## src/rtl/car_input_pkg.sv

```systemverilog
// car_input_pkg
// Shared definitions for the mechanical-input front end feeding `engine`.
// Provides the channel index map, the default debounce / long-press
// timings for a 100 MHz clock, the default inversion mask (the power
// switch is wired active-low), and the per-channel debounce state type.
// No ports: package only.
package car_input_pkg;

  localparam int NUM_CHANNELS = 12;

  // Channel index map, matching the bit order of the `raw` pin bus.
  localparam int CH_POWER   = 0;
  localparam int CH_MODE0   = 1;
  localparam int CH_MODE1   = 2;
  localparam int CH_REVERSE = 3;
  localparam int CH_BRAKE   = 4;
  localparam int CH_CLUTCH  = 5;
  localparam int CH_UP      = 6;
  localparam int CH_LEFT    = 7;
  localparam int CH_RIGHT   = 8;
  localparam int CH_DOWN    = 9;
  localparam int CH_MIDDLE  = 10;
  localparam int CH_MID_REV = 11;

  // 20 ms and 1 s at 100 MHz.
  localparam int DEFAULT_DEBOUNCE_CYCLES   = 2_000_000;
  localparam int DEFAULT_LONG_PRESS_CYCLES = 100_000_000;

  // The power switch pulls its pin low when on, so it is inverted by default.
  localparam logic [NUM_CHANNELS-1:0] DEFAULT_INVERT_MASK =
    NUM_CHANNELS'(1) << CH_POWER;

  // STABLE: no change pending (dcnt == 0). PENDING: s2 differs from level.
  typedef enum logic {
    ST_STABLE  = 1'b0,
    ST_PENDING = 1'b1
  } deb_state_e;

endpackage

```

## src/rtl/btn_debounce.sv

```systemverilog
// btn_debounce
// Conditions one mechanical input: optional inversion, 2-flop
// synchroniser, debounce counter, press/release edge pulses and a
// one-shot long-press indication.
// Ports:
//   clk           in   system clock, rising edge
//   reset_n       in   synchronous active-low reset
//   raw           in   asynchronous pin level
//   level         out  debounced level, 1 = active
//   press_pulse   out  one-cycle pulse when level is accepted 0->1
//   release_pulse out  one-cycle pulse when level is accepted 1->0
//   long_pulse    out  one-cycle pulse when level has been 1 for LONG_PRESS_CYCLES
//   long_held     out  high from long_pulse until level falls
module btn_debounce
  import car_input_pkg::*;
#(
  parameter int DEBOUNCE_CYCLES   = DEFAULT_DEBOUNCE_CYCLES,
  parameter int LONG_PRESS_CYCLES = DEFAULT_LONG_PRESS_CYCLES,
  parameter bit INVERT            = 1'b0
) (
  input  logic clk,
  input  logic reset_n,
  input  logic raw,
  output logic level,
  output logic press_pulse,
  output logic release_pulse,
  output logic long_pulse,
  output logic long_held
);

  localparam int DW = $clog2(DEBOUNCE_CYCLES);
  localparam int LW = $clog2(LONG_PRESS_CYCLES);
  localparam logic [DW-1:0] DCNT_LAST = DW'(DEBOUNCE_CYCLES - 1);
  localparam logic [LW-1:0] LCNT_LAST = LW'(LONG_PRESS_CYCLES - 1);

  logic          s1;
  logic          s2;
  logic [DW-1:0] dcnt;
  logic [DW-1:0] dcnt_next;
  logic [LW-1:0] lcnt;
  logic [LW-1:0] lcnt_next;
  logic          level_next;
  logic          press_next;
  logic          release_next;
  logic          long_next;
  logic          held_next;
  deb_state_e    state;

  assign state = (dcnt == '0) ? ST_STABLE : ST_PENDING;

  // Debounce: a change must be seen for DEBOUNCE_CYCLES consecutive edges.
  // Since DEBOUNCE_CYCLES >= 2, the terminal count is only ever reached
  // from PENDING, so STABLE simply starts the count.
  always_comb begin
    dcnt_next    = dcnt;
    level_next   = level;
    press_next   = 1'b0;
    release_next = 1'b0;
    case (state)
      ST_STABLE: begin
        if (s2 != level) begin
          dcnt_next = DW'(1);
        end
      end
      ST_PENDING: begin
        if (s2 == level) begin
          dcnt_next = '0;
        end else if (dcnt == DCNT_LAST) begin
          dcnt_next    = '0;
          level_next   = s2;
          press_next   = s2;
          release_next = !s2;
        end else begin
          dcnt_next = dcnt + 1'b1;
        end
      end
      default: begin
        dcnt_next = '0;
      end
    endcase
  end

  // Long press: count while level is held and no long press has fired yet.
  // An accepted release clears everything and pre-empts a long_pulse that
  // would otherwise fire on the same edge.
  always_comb begin
    lcnt_next = lcnt;
    long_next = 1'b0;
    held_next = long_held;
    if (!level || release_next) begin
      lcnt_next = '0;
      held_next = 1'b0;
    end else if (!long_held) begin
      if (lcnt == LCNT_LAST) begin
        long_next = 1'b1;
        held_next = 1'b1;
      end else begin
        lcnt_next = lcnt + 1'b1;
      end
    end
  end

  always_ff @(posedge clk) begin
    if (!reset_n) begin
      s1            <= 1'b0;
      s2            <= 1'b0;
      dcnt          <= '0;
      lcnt          <= '0;
      level         <= 1'b0;
      press_pulse   <= 1'b0;
      release_pulse <= 1'b0;
      long_pulse    <= 1'b0;
      long_held     <= 1'b0;
    end else begin
      s1            <= raw ^ INVERT;
      s2            <= s1;
      dcnt          <= dcnt_next;
      lcnt          <= lcnt_next;
      level         <= level_next;
      press_pulse   <= press_next;
      release_pulse <= release_next;
      long_pulse    <= long_next;
      long_held     <= held_next;
    end
  end

endmodule

```

## src/rtl/input_conditioner.sv

```systemverilog
// input_conditioner
// Front-end conditioning for all mechanical inputs of `engine`. Each
// channel is handled by an independent btn_debounce instance.
// Ports:
//   clk           in   100 MHz system clock, rising edge
//   reset_n       in   synchronous active-low reset
//   raw           in   [N_CH] asynchronous pin inputs
//   level         out  [N_CH] debounced levels
//   press_pulse   out  [N_CH] one-cycle accepted-press pulses
//   release_pulse out  [N_CH] one-cycle accepted-release pulses
//   long_pulse    out  [N_CH] one-cycle long-press pulses
//   long_held     out  [N_CH] long press active until release
module input_conditioner
  import car_input_pkg::*;
#(
  parameter int               N_CH              = NUM_CHANNELS,
  parameter int               DEBOUNCE_CYCLES   = DEFAULT_DEBOUNCE_CYCLES,
  parameter int               LONG_PRESS_CYCLES = DEFAULT_LONG_PRESS_CYCLES,
  parameter logic [N_CH-1:0]  INVERT_MASK       = '0
) (
  input  logic            clk,
  input  logic            reset_n,
  input  logic [N_CH-1:0] raw,
  output logic [N_CH-1:0] level,
  output logic [N_CH-1:0] press_pulse,
  output logic [N_CH-1:0] release_pulse,
  output logic [N_CH-1:0] long_pulse,
  output logic [N_CH-1:0] long_held
);

  for (genvar i = 0; i < N_CH; i++) begin : gen_ch
    btn_debounce #(
      .DEBOUNCE_CYCLES   (DEBOUNCE_CYCLES),
      .LONG_PRESS_CYCLES (LONG_PRESS_CYCLES),
      .INVERT            (INVERT_MASK[i])
    ) u_btn (
      .clk           (clk),
      .reset_n       (reset_n),
      .raw           (raw[i]),
      .level         (level[i]),
      .press_pulse   (press_pulse[i]),
      .release_pulse (release_pulse[i]),
      .long_pulse    (long_pulse[i]),
      .long_held     (long_held[i])
    );
  end

endmodule

```

## config.mk

```make
export PLATFORM = sky130hd
export DESIGN_NAME = input_conditioner
export DESIGN_NICKNAME = d
export VERILOG_FILES = /design/src/rtl/car_input_pkg.sv /design/src/rtl/btn_debounce.sv /design/src/rtl/input_conditioner.sv
export SDC_FILE = /design/constraint.sdc
export NUM_CORES = 1
export LEC_CHECK = 0
export ABC_AREA = 1
export CAP_MARGIN = 20
export CORE_ASPECT_RATIO = 1.2
export CORE_MARGIN = 8
export CORE_UTILIZATION = 30
export CTS_BUF_LIST = sky130_fd_sc_hd__clkbuf_4 sky130_fd_sc_hd__clkbuf_8
export DETAILED_ROUTE_END_ITERATION = 7
export PLACE_DENSITY_LB_ADDON = 0.15
export SLEW_MARGIN = 20
export SYNTH_ARGS = -nofsm -noshare
export SYNTH_HDL_FRONTEND = slang
export SYNTH_SLANG_ARGS = --single-unit
```

## constraint.sdc

```tcl
create_clock -name clk -period 2.9 [get_ports clk]
set_input_delay 0.58 -clock clk [delete_from_list [all_inputs] [get_ports clk]]
set_output_delay 0.58 -clock clk [all_outputs]
set_load 0.01 [all_outputs]
```

==> summary.md, run 1 <==
| Metric | Value |
|---|---|
| Critical path launch point type | `register` |
| Hold endpoint | `gen_ch[0].u_btn.s1` |
| Setup_tns | `0 ns` |
| Final Hold Fails | `0` |
| Fin crit period | `2.57 ns` |
| Syn_nets | `6,531` |
| Crit. End Element | `output pin` |
| Slew Viols, Final | `0` |
| Die Width | `348 µm` |
| First-pass GRT wire length | `186 mm` |
| Leakage | `~15 nW` |
| Tot GR Track Use | `0.151` |
| Post-DP HPWL | `79.7 mm` |
| FP Rows | `146` |
| PwrDens | `435 nW/µm²` |
| Core ar. | `132,000 µm²` |
| # IOs | `74` |
| Nets@finish | `roughly 6,600` |
| Largest area contributor in the netlist | `dfxtp_1` |
| Slew HR | `0.509` |
| Filler cells | `14,700` |
| Worst endpoint required time | `~2.3 ns` |
| Routed wire length | `between 100 and 150 mm` |
| Most frequent cell after synthesis | `nand2_1` |
| Yosys warns | `0` |
| Worst hold slack | `between 0.2 and 0.3 ns` |
| Post-synth EDFFs | `0` |
| Max cap viols | `0` |
| Period utilization | `0.888` |
| Worst flop-to-flop path endpoint | `gen_ch[1].u_btn.lcnt[16]` |
| Area share of the largest cell type after synthesis | `0.332` |
| Synth cell types | `41` |
| DR pass1 iterations | `5` |
| CP arrival | `1.99 ns` |
| Iteration-0 DRC Markers | `2,013` |
| Min-Delay Path Class | `in -> reg` |
| CTS tree | `done` |
| Crit path cell chain | `clkdlybuf4s50_1` |
| Clock sink count | `660` |
| CP max FO | `4` |
| Mapped Cells | `6,481` |
| H-tree depth | `4` |
| Vias | `about 39,000` |
| Area added between synthesis and finish | `11.7%` |
| Wire per inst | `13.2 µm` |
| Worst Reg-to-Reg Cells | `9` |
| Total die area | `144,000 µm²` |
| Gr ovfl total | `0` |
| CP peak stage delay | `0.62 ns` |
| Reg-to-reg startpoint | `gen_ch[1].u_btn.lcnt[0]` |
| Synth Register Bits | `660` |
| Total CTS buffers | `131` |
| DR vias/cell | `4.62` |
| Initial antenna violation count | `2` |
| Largest net degree at the start of global routing | `73` |
| DRC violations left | `0` |
| Slowest-stage cell, CP | `clkdlybuf4s50_1` |
| Delay-heaviest family, CP | `buffers and inverters` |
| Status | `finished clean` |
| Initial core utilization | `0.302` |
| Peak Freq | `388 MHz` |
| WHS Path Cells | `3` |
| Setup violations, final | `0` |
| Fin Clk Skew | `roughly 0.037 ns` |
| Syn Area/Cell | `~6 µm²` |
| Hold path startpoint | `raw[0]` |
| Async SR Flop Fraction | `0` |
| Max Root-Sink Buffers | `3` |
| Sequential area share after synthesis | `0.332` |
| RSZ-0062 raised after global routing | `false` |
| Worst vdd ir | `0.387 mV` |
| Vias in the first global route | `37,400` |
| Die Y | `415 µm` |
| Clk pin slew, worst setup/hold paths | `0.07 ns` |
| Share of cells above drive strength 1 | `0.0570` |
| Synth Flop Type | `dfxtp_1` |
| Post-cts sizing count | `0` |
| Largest cells by area after synthesis | `dfxtp_1 (33%), nand2_1 (21%), nor2_1 (9.5%)` |
| Post-route ant nets | `0` |
| Root Driver | `clkbuf_8` |
| Critical path class | `reg -> out` |
| Worst Tran Pin Value | `approximately 0.73 ns` |
| Synth cell count leaders | `nand2_1 (2,203), nor2_1 (1,011), dfxtp_1 (660)` |
| R2R setup slack | `0.72 ns` |
| Clk_lat worst skew | `0.82 ns` |
| IO Port Bufs | `73` |
| Crit path buf inv count | `1` |
| Global placer's final weighted congestion | `around 0.85` |
| Mapped cell area | `39,800 µm²` |
[registers in the layout (all words and copies together), names as in the netlist]
register,cells
gen_ch.u_btn.press_pulse,12
gen_ch.u_btn.lcnt,324
gen_ch.u_btn.s2,12
gen_ch.u_btn.dcnt,252
gen_ch.u_btn.level,12
gen_ch.u_btn.s1,12
gen_ch.u_btn.long_pulse,12
gen_ch.u_btn.release_pulse,12
gen_ch.u_btn.long_held,12
[final cells by class]
class | instances | area, µm² | share of cell area
multi-input combinational | 4983 | 22800 | 0.513
timing repair buffer | 107 | 1030 | 0.0233
inverter | 644 | 2430 | 0.0546
clock buffer | 201 | 2540 | 0.0572
tap | 1776 | 2220 | 0.0500
sequential | 660 | 13200 | 0.298
clock inverter | 22 | 173 | 0.00389
antenna | 1 | 2.50 | 0.0000564
[per-stage QoR]
stage,setup slack [ns],total power [mW],utilization,std cells,cell area (µm²)
2_1_floorplan,1.15,9.48,-,6481,39800
3_3_place_gp,0.564,9.59,0.316,8168,41700
3_5_place_dp,0.548,9.59,0.316,8169,41700
4_1_cts,0.153,19.9,0.337,8393,44400
5_1_grt,0.179,20.3,0.337,8394,44400
6_report,0.326,19.3,0.337,8394,44400
[routing by layer]
layer  GRT usage  share of wire
met1       0.186           0.46
met2       0.261           0.47
met3      0.0293          0.038
met4      0.0512          0.027
met5           0              0
[worst max path at each step]
stage               cells after the start                        to                     from
detailed placement                     10  gen_ch[4].u_btn.lcnt[25]  gen_ch[4].u_btn.lcnt[0]
global placement                       10   gen_ch[1].u_btn.lcnt[8]  gen_ch[1].u_btn.lcnt[0]
CTS                                     1                  level[9]    gen_ch[9].u_btn.level
finish                                  1                  level[2]    gen_ch[2].u_btn.level
global route                            1                  level[9]    gen_ch[9].u_btn.level
floorplan                              11  gen_ch[8].u_btn.lcnt[18]  gen_ch[8].u_btn.lcnt[0]
[what timing repair did]
action                                  in CTS  in global routing
setup buffers                                0                  0
hold endpoints to repair                    12                  0
endpoints found under the setup margin       0                  0
hold buffers                                 1                  0
[cell usage in the layout (no fill, tap or decap), types with 17 or more instances in the layout]
| cell type | instances |
|---|---|
| inv_2 | 17 |
| clkbuf_8 | 165 |
| nand2_1 | 2203 |
| a21oi_1 | 340 |
| xnor2_1 | 69 |
| nor2_1 | 1009 |
| inv_1 | 620 |
| xor2_1 | 162 |
| o21ai_0 | 128 |
| nor3_1 | 261 |
| nand3_1 | 455 |
| ha_1 | 36 |
| clkdlybuf4s50_1 | 72 |
| clkbuf_4 | 36 |
| buf_4 | 29 |
| nand2_2 | 27 |
| dfxtp_1 | 660 |
| nand4_1 | 171 |
[cells by family after synthesis]
kind of cell / count (synthesis) / share of synthesized area
AOI/OAI and AO/OA: 489 / 0.0636
xor gates and xnor gates: 241 / 0.0550
adders and majority gates: 36 / 0.0113
buffers and inverters: 838 / 0.0944
DFF: 660 / 0.332
and+or+nand+nor: 4217 / 0.443
[power by group]
group / internal, mW / switching, mW / leakage [nW]
Sequential: 9.10 / 0.0270 / 5.32
Clock: 5.65 / 4.29 / 1.43
Combinational: 0.0819 / 0.187 / 8.41
No activity file was read; power rests on OpenSTA's default activity.
==> inputs of run 2 (changes only) <==
- CELL_PAD_IN_SITES_DETAIL_PLACEMENT: unset -> 0
- CELL_PAD_IN_SITES_GLOBAL_PLACEMENT: unset -> 2
- GPL_ROUTABILITY_DRIVEN: unset -> 0
- SYNTH_HIERARCHICAL: unset -> 1
==> run 2 against run 1 <==
Hold slack improved by 0.0049 ns. Sequential share of layout area decreased by 0.87 points. Via count increased by 0.93%. Highest routed layer unchanged. Die area increased by 1.1%. Count of clock-buffer cells in the layout increased by 12. Largest cell class unchanged.
==> summary.md, run 2 <==
| Metric | Value |
|---|---|
| Clk_lat worst skew | `0.84 ns (+0.02 ns)` |
| Synth cell count leaders | `nand2_1 (2,447), nor2_1 (1,012), dfxtp_1 (660)` |
| Iteration-0 DRC Markers | `1,943 (-3.5%)` |
| Max FFs per register | `324 (unchanged)` |
| Worst vdd ir | `0.312 mV (-19%)` |
| R2R setup slack | `0.56 ns (-0.16 ns)` |
| Crit path cell chain | `clkdlybuf4s50_1` |
| RSZ-0062 raised after global routing | `false` |
| Max cap viols | `0 (unchanged)` |
| DRC violations left | `0 (unchanged)` |
| Area share of the largest cell type after synthesis | `0.329 (-0.00368)` |
| Hold endpoint | `gen_ch[8].u_btn/s2` |
| Syn Area/Cell | `6.14 µm² (+0.16%)` |
| Mapped Cells | `6,543 (+0.96%)` |
| Post-route ant nets | `0 (unchanged)` |
| Setup_tns | `0 ns (unchanged)` |
| Yosys warns | `6 (+6)` |
| Total power | `19.9 mW (+2.9%)` |
| Peak Freq | `394 MHz (+1.3%)` |
| Post-synth EDFFs | `0 (unchanged)` |
| Period utilization | `0.876 (-0.0116)` |
| DR vias/cell | `4.56 (-1.3%)` |
| Gr ovfl total | `0 (unchanged)` |
| Slowest-stage cell, CP | `clkdlybuf4s50_1` |
| WHS Path Cells | `3 (unchanged)` |
| Core ar. | `133,000 µm² (+1.2%)` |
| Commonest non-fill, non-tap cell in the layout | `nand2_1` |
| Syn_nets | `6,593 (+0.95%)` |
| Largest net degree at the start of global routing | `33 (-55%)` |
| Worst setup path start | `gen_ch[11].u_btn/level` |
| Leakage | `16.5 nW (+9.0%)` |
| Clk pin slew, worst setup/hold paths | `0.06 ns (about the same)` |
| Delay-heaviest family, CP | `buffers and inverters` |
| Slew HR | `0.499 (-0.00925)` |
| Die Width | `350 µm (+0.53%)` |
| Share of cells above drive strength 1 | `0.0635 (+0.00650)` |
| Worst Tran Pin Value | `0.750 ns (+0.0158 ns)` |
| Total die area | `146,000 µm² (+1.1%)` |
| Most frequent cell after synthesis | `nand2_1` |
| Max Root-Sink Buffers | `3 (unchanged)` |
| Vias in the first global route | `38,700 (+3.5%)` |
| Reg-to-reg startpoint | `gen_ch[3].u_btn/lcnt[0]` |
| IO Port Bufs | `73 (unchanged)` |
| Setup violations, final | `0 (unchanged)` |
| Top reg by flops | `gen_ch.u_btn/lcnt` |
| Final non-filler cell total | `8,580 (+2.2%)` |
| H-tree depth | `4 (unchanged)` |
| Initial antenna violation count | `1 (-1)` |
| Worst Reg-to-Reg Cells | `8 (-1)` |
| Largest area contributor in the netlist | `dfxtp_1` |
| Final Hold Fails | `0 (unchanged)` |
| First-pass GRT wire length | `200 mm (+7.4%)` |
| Initial core utilization | `0.301 (-0.000367)` |
| Routed wire length | `121 mm (+9.0%)` |
| Root Driver | `clkbuf_8` |
| Synth Register Bits | `660 (unchanged)` |
| Async SR Flop Fraction | `0 (unchanged)` |
| Vias | `39,100 (+0.93%)` |
| PwrDens | `435 nW/µm² (about the same)` |
| CP peak stage delay | `0.70 ns (+0.08 ns)` |
| Worst endpoint required time | `2.32 ns (about the same)` |
| Worst hold slack | `0.285 ns (+0.00487 ns)` |
| Setup Fix Bufs, Post-CTS | `0 (unchanged)` |
| Critical path launch point type | `register` |
| Slew Viols, Final | `0 (unchanged)` |
| FP Rows | `147 (+0.68%)` |
| Status | `finished clean` |
| Clock sink count | `660 (unchanged)` |
| Tot GR Track Use | `0.163 (+0.0125)` |
| Nets@finish | `6,746 (+2.6%)` |
| Area of placed instances | `42,900 µm² (+2.8%)` |
| Synth Flop Type | `dfxtp_1` |
| Fin area | `45,700 µm² (+3.0%)` |
| Fin crit period | `2.54 ns (-0.0336 ns)` |
| Wire per inst | `14.1 µm (+6.7%)` |
| Post-DP HPWL | `88.0 mm (+10%)` |
| Crit. End Element | `output pin` |
| Biggest regs | `gen_ch.u_btn/lcnt x324, gen_ch.u_btn/dcnt x252` |
| DR pass1 iterations | `5 (unchanged)` |
| Dpl cells | `8,345 (+2.2%)` |
| CP max FO | `5 (+1)` |
| Post-cts sizing count | `0 (unchanged)` |
| Critical path class | `reg -> out` |
| CP arrival | `1.96 ns (-0.03 ns)` |
| Crit path buf inv count | `1 (unchanged)` |
| Hold path startpoint | `reset_n` |
| Min-Delay Path Class | `in -> reg` |
| Sequential area share after synthesis | `0.329 (-0.00368)` |
| Largest cells by area after synthesis | `dfxtp_1 (33%), nand2_1 (23%), nor2_1 (9.4%)` |
| Total CTS buffers | `137 (+4.6%)` |
| Worst flop-to-flop path endpoint | `gen_ch[3].u_btn/lcnt[13]` |
| Fin Clk Skew | `0.0322 ns (-0.00441 ns)` |
| Post-CTS Hold Fix Bufs | `0 (-1)` |
| Area added between synthesis and finish | `13.8%` |
| Synth cell types | `35 (-15%)` |
| CTS tree | `done` |
| Mapped cell area | `40,200 µm² (+1.1%)` |
| Most frequent cells in the layout | `nand2_1 (2,447), nor2_1 (1,012), dfxtp_1 (660)` |
| # IOs | `74 (unchanged)` |
| Die Y | `417 µm (+0.54%)` |
run 2: cell types whose count changed in the layout (fill, tap and decap cells not counted), moves of 35 or more:
cell      change
a21oi_1      -56
nand2_1     +244
nand3_1      -77
nand3b_1     +61
nand4_1      -48
o21ai_0      -62
xnor2_1      +35
run 2: final cells by class:
class	count	area (µm²)
Fill cell	15000	87600
Multi-Input combinational cell	5152	24000
Sequential cell	660	13200
Clock buffer	213	2700
Inverter	633	2380
Tap cell	1788	2240
Timing Repair Buffer	112	1080
Clock inverter	20	180
Antenna cell	2	5.00
run 2: through the flow:
stage,util,setup WS (ns)
after floorplan,-,1.14
after global placement,0.321,0.544
after detailed placement,0.321,0.514
after CTS,0.343,0.158
after global routing,0.343,0.161
final,0.343,0.359
run 2: how the worst max path moves through the flow:
stage | endpoint | slack [ns] | depth (start not counted)
floorplan | gen_ch[3].u_btn/lcnt[20] | 1.14 | 9
global placement | gen_ch[9].u_btn/lcnt[6] | 0.54 | 4
detailed placement | gen_ch[9].u_btn/lcnt[5] | 0.51 | 4
CTS | level[11] | 0.16 | 1
global route | level[11] | 0.16 | 1
finish | level[11] | 0.36 | 1
run 2: routing by layer:
layer,wire length (µm),global-route usage,part of all wire,vias to the layer above
met4,2760,0.0530,0.023,0
met1,55500,0.199,0.46,17600
met5,0,0,0,-
li1,-,-,-,21000
met2,58800,0.289,0.49,430
met3,3800,0.0279,0.031,163
run 2: cells by family after synthesis:
kind of cell,synth area share
and+or+nand+nor,0.467
DFF,0.329
xor gates and xnor gates,0.0590
AOI/OAI and AO/OA,0.0583
buffers and inverters,0.0754
adders and majority gates,0.0112
run 2: power breakdown:
part / leakage [nW] / switching (mW) / internal [mW]
Sequential: 5.32 / 0.0213 / 9.10
Combinational: 9.67 / 0.196 / 0.0850
Clock: 1.54 / 4.37 / 6.13
Total: 16.5 / 4.59 / 15.3
==> inputs of run 3 (changes only) <==
- CORE_MARGIN: 8 -> 2
==> run 3 against run 2 <==
Cell area is 0.48% lower. Setup slack got worse by 0.026 ns. Combinational power hardly changed. Global-route usage increased by 1.3 points. Core utilization down 0.17 points. Critical path depth did not move. Clock skew down 0.00069 ns. Fmax decreased by 1.0%. First-iteration DRC count up 1.6%. Hold slack lost 0.091 ns. Largest cell class unchanged.
==> summary.md, run 3 (synthesis gave the netlist of run 2 again) <==
| Metric | Value |
|---|---|
| Crit path cell chain | `clkdlybuf4s50_1` |
| Fin crit period | `2.57 ns (+0.0258 ns)` |
| Critical path class | `reg -> out` |
| Nets@finish | `6,743 (-0.044%)` |
| Area added between synthesis and finish | `13.3%` |
| Area of placed instances | `42,800 µm² (about the same)` |
| Crit. End Element | `output pin` |
| Routed wire length | `121 mm (-0.27%)` |
| Worst vdd ir | `0.413 mV (+33%)` |
| Multi-input logic area | `24,000 µm² (unchanged)` |
| Core ar. | `133,000 µm² (unchanged)` |
| Clk_lat worst skew | `0.85 ns (about the same)` |
| DR vias/cell | `4.61 (+0.99%)` |
| Commonest non-fill, non-tap cell in the layout | `nand2_1` |
| Top reg by flops | `gen_ch.u_btn/lcnt` |
| # IOs | `74 (unchanged)` |
| Post-cts sizing count | `0 (unchanged)` |
| Final Hold Fails | `0 (unchanged)` |
| Max Root-Sink Buffers | `3 (unchanged)` |
| IO Port Bufs | `73 (unchanged)` |
| Min-Delay Path Class | `in -> reg` |
| Period utilization | `0.885 (+0.00888)` |
| Slew HR | `0.497 (-0.00251)` |
| Initial core utilization | `0.301 (unchanged)` |
| Total CTS buffers | `134 (-2.2%)` |
| Status | `finished clean` |
| Gr ovfl total | `0 (unchanged)` |
| CP peak stage delay | `0.62 ns (-0.08 ns)` |
| Worst Tran Pin Value | `0.754 ns (+0.00376 ns)` |
| Post-CTS Hold Fix Bufs | `0 (unchanged)` |
| Clk pin slew, worst setup/hold paths | `0.06 ns (about the same)` |
| RSZ-0062 raised after global routing | `false` |
| DRC violations left | `0 (unchanged)` |
| Worst endpoint required time | `2.32 ns (about the same)` |
| Peak Freq | `390 MHz (-1.0%)` |
| Filler cells | `15,000 (-0.020%)` |
| Delay-heaviest family, CP | `buffers and inverters` |
| DR pass1 iterations | `5 (unchanged)` |
| Tot GR Track Use | `0.176 (+0.0126)` |
| Post-route ant nets | `0 (unchanged)` |
| Clock sink count | `660 (unchanged)` |
| Largest net degree at the start of global routing | `33 (unchanged)` |
| Area occupied by registers | `13,200 µm² (unchanged)` |
| Max FFs per register | `324 (unchanged)` |
| Most frequent cells in the layout | `nand2_1 (2,447), nor2_1 (1,012), dfxtp_1 (660)` |
| PwrDens | `427 nW/µm² (-1.9%)` |
| CP arrival | `1.99 ns (+0.03 ns)` |
| Die Y | `405 µm (-2.9%)` |
| Biggest regs | `gen_ch.u_btn/lcnt x324, gen_ch.u_btn/dcnt x252` |
| R2R setup slack | `0.64 ns (+0.08 ns)` |
| First-pass GRT wire length | `201 mm (+0.48%)` |
| Slowest-stage cell, CP | `clkdlybuf4s50_1` |
| Total power | `19.4 mW (-2.4%)` |
| Total die area | `137,000 µm² (-6.2%)` |
| Core Util, Final | `0.341 (-0.00165)` |
| Worst hold slack | `0.195 ns (-0.0906 ns)` |
| Critical path launch point type | `register` |
| Reg-to-reg startpoint | `gen_ch[11].u_btn/lcnt[0]` |
| Hold path startpoint | `reset_n` |
| Setup violations, final | `0 (unchanged)` |
| Worst Reg-to-Reg Cells | `8 (unchanged)` |
| Die Width | `338 µm (-3.4%)` |
| Root Driver | `clkbuf_8` |
| Iteration-0 DRC Markers | `1,974 (+1.6%)` |
| WHS Path Cells | `3 (unchanged)` |
| CP max FO | `5 (unchanged)` |
| Fin area | `45,500 µm² (-0.48%)` |
| Fin Clk Skew | `0.0315 ns (-0.000693 ns)` |
| Max cap viols | `0 (unchanged)` |
| Worst flop-to-flop path endpoint | `gen_ch[11].u_btn/lcnt[13]` |
| Post-DP HPWL | `88.2 mm (+0.24%)` |
| Leakage | `16.4 nW (-0.78%)` |
| CTS tree | `done` |
| Setup Fix Bufs, Post-CTS | `0 (unchanged)` |
| Initial antenna violation count | `1 (unchanged)` |
| H-tree depth | `4 (unchanged)` |
| Setup_tns | `0 ns (unchanged)` |
| Share of cells above drive strength 1 | `0.0620 (-0.00152)` |
| Crit path buf inv count | `1 (unchanged)` |
| Slew Viols, Final | `0 (unchanged)` |
| Hold endpoint | `gen_ch[8].u_btn/s2` |
| FP Rows | `147 (unchanged)` |
| Vias | `39,500 (+0.86%)` |
| Wire per inst | `14.1 µm (-0.14%)` |
| Vias in the first global route | `38,800 (+0.26%)` |
## run 3: metrics by stage
stage | setup slack, ns | instances
floorplan | 1.14 | 6543
CTS | 0.202 | 8567
global route | 0.203 | 8569
global placement | 0.650 | 8345
finish | 0.334 | 8569
detailed placement | 0.586 | 8345
## run 3: routing by layer
| layer | GRT usage | vias up | wire, µm |
|---|---|---|---|
| li1 | - | 21000 | - |
| met4 | 0.0551 | 0 | 2570 |
| met2 | 0.312 | 442 | 58400 |
| met5 | 0 | - | 0 |
| met1 | 0.216 | 17900 | 55900 |
| met3 | 0.0276 | 160 | 3700 |
## run 3: how the worst max path moves through the flow
| stage | from | endpoint | slack, ns | cells past startpoint |
|---|---|---|---|---|
| 6_report | gen_ch[4].u_btn/level | level[4] | 0.33 | 1 |
| 5_1_grt | gen_ch[4].u_btn/level | level[4] | 0.20 | 1 |
| 4_1_cts | gen_ch[4].u_btn/level | level[4] | 0.20 | 1 |
| 3_5_place_dp | gen_ch[11].u_btn/lcnt[0] | gen_ch[11].u_btn/lcnt[13] | 0.59 | 8 |
| 3_3_place_gp | reset_n | gen_ch[5].u_btn/lcnt[17] | 0.65 | 4 |
| 2_1_floorplan | gen_ch[3].u_btn/lcnt[0] | gen_ch[3].u_btn/lcnt[20] | 1.14 | 9 |
## run 3: final cells by class
class	instances	share of cell area
Clock buffer	202	0.0558
Antenna cell	2	0.000110
Tap cell	1788	0.0491
Sequential cell	660	0.290
Inverter	633	0.0522
Timing Repair Buffer	112	0.0228
Multi-Input combinational cell	5152	0.526
Clock inverter	20	0.00341
## run 3: report_power, final
part	switching, mW	internal (mW)	leakage [nW]
sequential	0.0209	9.10	5.32
clock	4.40	5.64	1.42
combinational	0.193	0.0869	9.67
total	4.61	14.8	16.4
